--- src/rtl/vga_pkg.sv ---
// Shared raster timing defaults, coordinate widths and total-length helpers for the VGA sync path.
package vga_pkg;

    localparam int COL_W = 11;
    localparam int ROW_W = 10;

    localparam int DEF_H_ACTIVE = 1024;
    localparam int DEF_H_FP     = 24;
    localparam int DEF_H_SYNC   = 136;
    localparam int DEF_H_BP     = 160;
    localparam int DEF_V_ACTIVE = 768;
    localparam int DEF_V_FP     = 3;
    localparam int DEF_V_SYNC   = 6;
    localparam int DEF_V_BP     = 29;

    function automatic int h_total(input int active, input int fp, input int sync, input int bp);
        return active + fp + sync + bp;
    endfunction

    function automatic int v_total(input int active, input int fp, input int sync, input int bp);
        return active + fp + sync + bp;
    endfunction

endpackage

--- src/rtl/vga_axis_counter.sv ---
// Modulo-N position counter for one raster axis; resets to N-1 so the first enabled edge lands on 0.
module vga_axis_counter #(
    parameter int N = 1344,
    parameter int W = 11
) (
    input  logic         clk,
    input  logic         rst_n,
    input  logic         en,
    output logic [W-1:0] count,
    output logic [W-1:0] nxt,
    output logic         tc
);

    localparam logic [W-1:0] LAST = W'(N - 1);

    logic [W-1:0] cnt_q;

    assign tc    = (cnt_q == LAST);
    assign count = cnt_q;

    // nxt is the value the counter takes on this edge, so the top can decode flags from it
    always_comb begin
        nxt = cnt_q;
        if (en) begin
            nxt = tc ? '0 : cnt_q + 1'b1;
        end
    end

    always_ff @(posedge clk or negedge rst_n) begin
        if (!rst_n) begin
            cnt_q <= LAST;
        end else begin
            cnt_q <= nxt;
        end
    end

endmodule

--- src/rtl/vga_sync_gen.sv ---
// Raster timing generator: Columna/Fila scan plus HSYNC, VSYNC, VIDEO_ON and FRAME_START.
// Define SYNC_DELAY_EN to delay HSYNC/VSYNC/VIDEO_ON by two enabled edges.
module vga_sync_gen
    import vga_pkg::*;
#(
    parameter int H_ACTIVE = DEF_H_ACTIVE,
    parameter int H_FP     = DEF_H_FP,
    parameter int H_SYNC   = DEF_H_SYNC,
    parameter int H_BP     = DEF_H_BP,
    parameter int V_ACTIVE = DEF_V_ACTIVE,
    parameter int V_FP     = DEF_V_FP,
    parameter int V_SYNC   = DEF_V_SYNC,
    parameter int V_BP     = DEF_V_BP,
    parameter bit H_POL    = 1'b0,
    parameter bit V_POL    = 1'b0
) (
    input  logic             NCLK,
    input  logic             NRST,
    input  logic             ENA,
    output logic [COL_W-1:0] Columna,
    output logic [ROW_W-1:0] Fila,
    output logic             HSYNC,
    output logic             VSYNC,
    output logic             VIDEO_ON,
    output logic             FRAME_START
);

    localparam int H_TOTAL = h_total(H_ACTIVE, H_FP, H_SYNC, H_BP);
    localparam int V_TOTAL = v_total(V_ACTIVE, V_FP, V_SYNC, V_BP);

    localparam logic [COL_W-1:0] HS_START = COL_W'(H_ACTIVE + H_FP);
    localparam logic [COL_W-1:0] HS_END   = COL_W'(H_ACTIVE + H_FP + H_SYNC);
    localparam logic [ROW_W-1:0] VS_START = ROW_W'(V_ACTIVE + V_FP);
    localparam logic [ROW_W-1:0] VS_END   = ROW_W'(V_ACTIVE + V_FP + V_SYNC);
    localparam logic [COL_W-1:0] H_VIS    = COL_W'(H_ACTIVE);
    localparam logic [ROW_W-1:0] V_VIS    = ROW_W'(V_ACTIVE);

    logic [COL_W-1:0] h_count, h_nxt;
    logic [ROW_W-1:0] v_count, v_nxt;
    logic             h_tc, v_tc;

    vga_axis_counter #(.N(H_TOTAL), .W(COL_W)) u_hcnt (
        .clk   (NCLK),
        .rst_n (NRST),
        .en    (ENA),
        .count (h_count),
        .nxt   (h_nxt),
        .tc    (h_tc)
    );

    vga_axis_counter #(.N(V_TOTAL), .W(ROW_W)) u_vcnt (
        .clk   (NCLK),
        .rst_n (NRST),
        .en    (ENA & h_tc),
        .count (v_count),
        .nxt   (v_nxt),
        .tc    (v_tc)
    );

    assign Columna = h_count;
    assign Fila    = v_count;

    logic hs_dec, vs_dec, vid_dec;
    logic hs_q, vs_q, vid_q, fs_q;

    always_comb begin
        hs_dec  = ((h_nxt >= HS_START) && (h_nxt < HS_END)) ? H_POL : ~H_POL;
        vs_dec  = ((v_nxt >= VS_START) && (v_nxt < VS_END)) ? V_POL : ~V_POL;
        vid_dec = (h_nxt < H_VIS) && (v_nxt < V_VIS);
    end

    // Flags decode the next position so they line up with the coordinate registers
    always_ff @(posedge NCLK or negedge NRST) begin
        if (!NRST) begin
            hs_q  <= ~H_POL;
            vs_q  <= ~V_POL;
            vid_q <= 1'b0;
            fs_q  <= 1'b0;
        end else if (ENA) begin
            hs_q  <= hs_dec;
            vs_q  <= vs_dec;
            vid_q <= vid_dec;
            fs_q  <= h_tc & v_tc;
        end
    end

    assign FRAME_START = fs_q;

`ifdef SYNC_DELAY_EN
    logic [1:0] hs_d, vs_d, vid_d;

    // Two stages match the renderer's two-ROM pixel pipeline
    always_ff @(posedge NCLK or negedge NRST) begin
        if (!NRST) begin
            hs_d  <= {2{~H_POL}};
            vs_d  <= {2{~V_POL}};
            vid_d <= 2'b00;
        end else if (ENA) begin
            hs_d  <= {hs_d[0], hs_q};
            vs_d  <= {vs_d[0], vs_q};
            vid_d <= {vid_d[0], vid_q};
        end
    end

    assign HSYNC    = hs_d[1];
    assign VSYNC    = vs_d[1];
    assign VIDEO_ON = vid_d[1];
`else
    assign HSYNC    = hs_q;
    assign VSYNC    = vs_q;
    assign VIDEO_ON = vid_q;
`endif

endmodule

--- config.mk ---
export PLATFORM = sky130hd
export DESIGN_NAME = vga_sync_gen
export DESIGN_NICKNAME = d
export VERILOG_FILES = /design/src/rtl/vga_pkg.sv /design/src/rtl/vga_axis_counter.sv /design/src/rtl/vga_sync_gen.sv
export SDC_FILE = /design/constraint.sdc
export NUM_CORES = 1
export LEC_CHECK = 0
export ABC_AREA = 1
export CELL_PAD_IN_SITES_DETAIL_PLACEMENT = 1
export CELL_PAD_IN_SITES_GLOBAL_PLACEMENT = 1
export CORE_UTILIZATION = 40
export CTS_BUF_LIST = sky130_fd_sc_hd__clkbuf_8
export DETAILED_ROUTE_END_ITERATION = 16
export MAX_ROUTING_LAYER = met4
export PLACE_DENSITY = 0.91
export SETUP_SLACK_MARGIN = 0.4
export SYNTH_ARGS = -nofsm -noshare
export SYNTH_HDL_FRONTEND = slang
export SYNTH_SLANG_ARGS = --single-unit
--- constraint.sdc ---
create_clock -name NCLK -period 2.3 [get_ports NCLK]
set_clock_uncertainty 0.05 [all_clocks]
set_input_delay 0.23 -clock NCLK [delete_from_list [all_inputs] [get_ports NCLK]]
set_output_delay 0.23 -clock NCLK [all_outputs]
set_load 0.01 [all_outputs]
==> metrics.csv <==
metric;value;unit
start_util;42.87;%
clkLatencyLatePin;0.29;ns
power_leakage;0.001222;uW
worst_pin_slew;0.4914;ns
numCtsBuffers;3;
syn_area_per_cell;7.029;um2
crit_path_end_kind;flip-flop;
slew_headroom;66.99;%
async_flop_share;100.0;%
finalCriticalPeriod;2.067;ns
drive_gt1_share;25.50;%
dp_hpwl;3836;um
cp-start-kind;flip-flop;
postRouteAntennaNets;0;
dp_cells;327;
ys_top_cells_by_area;dfstp_2, nand2_1, dfrtp_1;
via_per_inst;5.517;
worst-r2r-setup-slack;0.23;ns
critPathBufInv;0;
synth_nets;257;
rows;23;
crit_family;simple AND/OR/NAND/NOR gates;
antennaDiodeCount;0;
cp.required;2.46;ns
place_ws;0.1703;ns
cts_tree;yes;
drtPass1Iterations;4;
cp_slowest_cell;dfstp_2;
min_period_over_period;89.85;%
routedWlPerCell;19.28;um
worstPathCellList;nand2_1 -> nor2_1 -> nand3_1 -> nand2_1 -> nor2_1 -> nor2_1 -> nand2_1 -> nor2_2 -> nand3_1 -> nor2_1 -> nor2_1;
path_common_cell;nor2_1;
arrival;2.23;ns
chipHeight;68.41;um
hp-class;in -> async;
routed_wl;6786;um
fmax;483.9;MHz
status;complete, no violations;
rsz0062_at_grt;true;
yosys.area.top_type;dfstp_2;
synth_enable_flop_cells;0;
p_sw_share;39.11;%
slew_violations;0;
num_vias;1942;
cpPeakStageDelay;0.63;ns
final_cells;352;
finalHoldWorstSlack;0.2518;ns
grt_max_degree;26;
cts.hold.buffers_added;0;
synth_cell_type_count;30;
power-per-cell-area;686.5;nW/um2
die-area;4680;um2
final.setup.worst_slack;0.2334;ns
htreeDepth;1;
area_growth;35.53;%
power.total;1642;uW
antenna_found_initial;0;
grt_pass1_vias;1964;
synthesis.area;1764;um2
maxCapViolCount;0;
place_congestion;0.9347;
grt_overflow;0;
drt-initial-drc-count;157;
yosysWarnings;0;
p_seq_share;38.6;%
setup_viol;0;
r2r-start;u_vcnt.count[5]$_DFF_PN1_;
crit_fanout;7;
nets;309;
drc;0;
port_buffers;27;
final.setup.tns;0;ns
peakVddDrop;0.6627;mV
p_sw;642.0;uW
coreArea;4115;um2
p_int;999.5;uW
ys_seq_elements;25;
path_class;reg -> reg;
synth_top_area_share;22.34;%
die_w;68.41;um
clkPwrFrac;17.3;%
clock_path_buffers;2;
grt_pass1_wl;9680;um
clkTransAtPathRegs;0.11;ns
boundaryPins;28;
crit_start;u_vcnt.count[5]$_DFF_PN1_;
root_buffer;clkbuf_8;
cts_sinks;25;
synth_ff_type;dfstp_2;
syn_inst;251;
power_frac_comb;44.1;%
seq_area_frac_synth;36.52;%
hold_viol;0;
globalRouteTotalUtil;29.69;%
==> layout by cell type (no fill, tap or decap), types with 5 or more instances in the layout <==
master	Yosys	final
nand4_1	9	9
dfstp_2	15	15
nor2_1	33	28
nor2_2	2	6
nand2_1	75	73
dfrtp_1	10	10
clkdlybuf4s50_1	0	26
inv_1	42	42
buf_4	1	21
nand2_2	3	5
nand3_1	22	20
==> cells by family after synthesis <==
kind of cell,share of synthesized area [%]
flops,36.52
fa+ha+maj,2.128
compound gates,3.334
simple gates,44.96
buf+inv,10.57
xor+xnor,2.482
==> final timing paths <==
kind	to	depth (start not counted)
hold reg to reg	FRAME_START$_DFFE_PN0P_	2
setup reg to reg	VSYNC$_DFFE_PN1P_	11
min in group NCLK	FRAME_START$_DFFE_PN0P_	2
setup / recovery	VSYNC$_DFFE_PN1P_	11
hold / removal	u_hcnt.count[9]$_DFF_PN0_	2
max in group asynchronous	u_vcnt.count[2]$_DFF_PN1_	2
==> power groups by stage <==
| stage | clock network (uW) | registers (uW) | logic, uW |
|---|---|---|---|
| 3_3_place_gp | 0 | 668 | 469 |
| 6_report | 284 | 633 | 724 |
| 5_1_grt | 304 | 635 | 766 |
| 4_1_cts | 284 | 617 | 685 |
| 2_1_floorplan | 0 | 664 | 269 |
| 3_5_place_dp | 0 | 667 | 486 |
==> metal layers <==
layer	wire (um)	global-route usage, %	share of wire (%)	up-vias
li1	-	-	-	876
met1	2735	36.05	40	968
met2	3474	48.90	51	76
met3	357	3.500	5.3	22
met4	218	13.54	3.2	0
met5	0	-	0	-
==> metrics by stage <==
step / area (um2) / utilization (%)
3_5_place_dp: 2107 / 51.20
3_3_place_gp: 2107 / 51.20
4_1_cts: 2349 / 57.07
5_1_grt: 2391 / 58.10
6_report: 2391 / 58.10
2_1_floorplan: 1777 / -
==> registers in the layout (all words and copies together) (netlist names) <==
register      cells
FRAME_START       1
u_hcnt.count     11
HSYNC             1
VIDEO_ON          1
VSYNC             1
u_vcnt.count     10
==> synth_stat cells (all sizes together) (2+ instances only) <==
| cell | n |
|---|---|
| nand2 | 80 |
| inv | 45 |
| nor2 | 39 |
| nand3 | 26 |
| dfstp | 15 |
| dfrtp | 10 |
| nand4 | 10 |
| o21ai | 6 |
| nor3 | 4 |
| xor2 | 4 |
| buf | 3 |
| ha | 3 |
| a21oi | 2 |
==> final cells by class <==
cell class | instances | area (um2)
Clock buffer | 3 | 41.29
Clock inverter | 1 | 5.005
Fill cell | 532 | 1724
Inverter | 45 | 168.9
Multi-Input combinational cell | 178 | 1007
Sequential cell | 25 | 644.4
Tap cell | 50 | 62.56
Timing Repair Buffer | 50 | 461.7
==> repair_timing <==
item	CTS	global route
cloned	0	0
buffers inserted	20	1
pin swaps	11	6
endpoints found under the setup margin	3	4
resized for setup	9	10
Power figures use the tool's default switching activity.
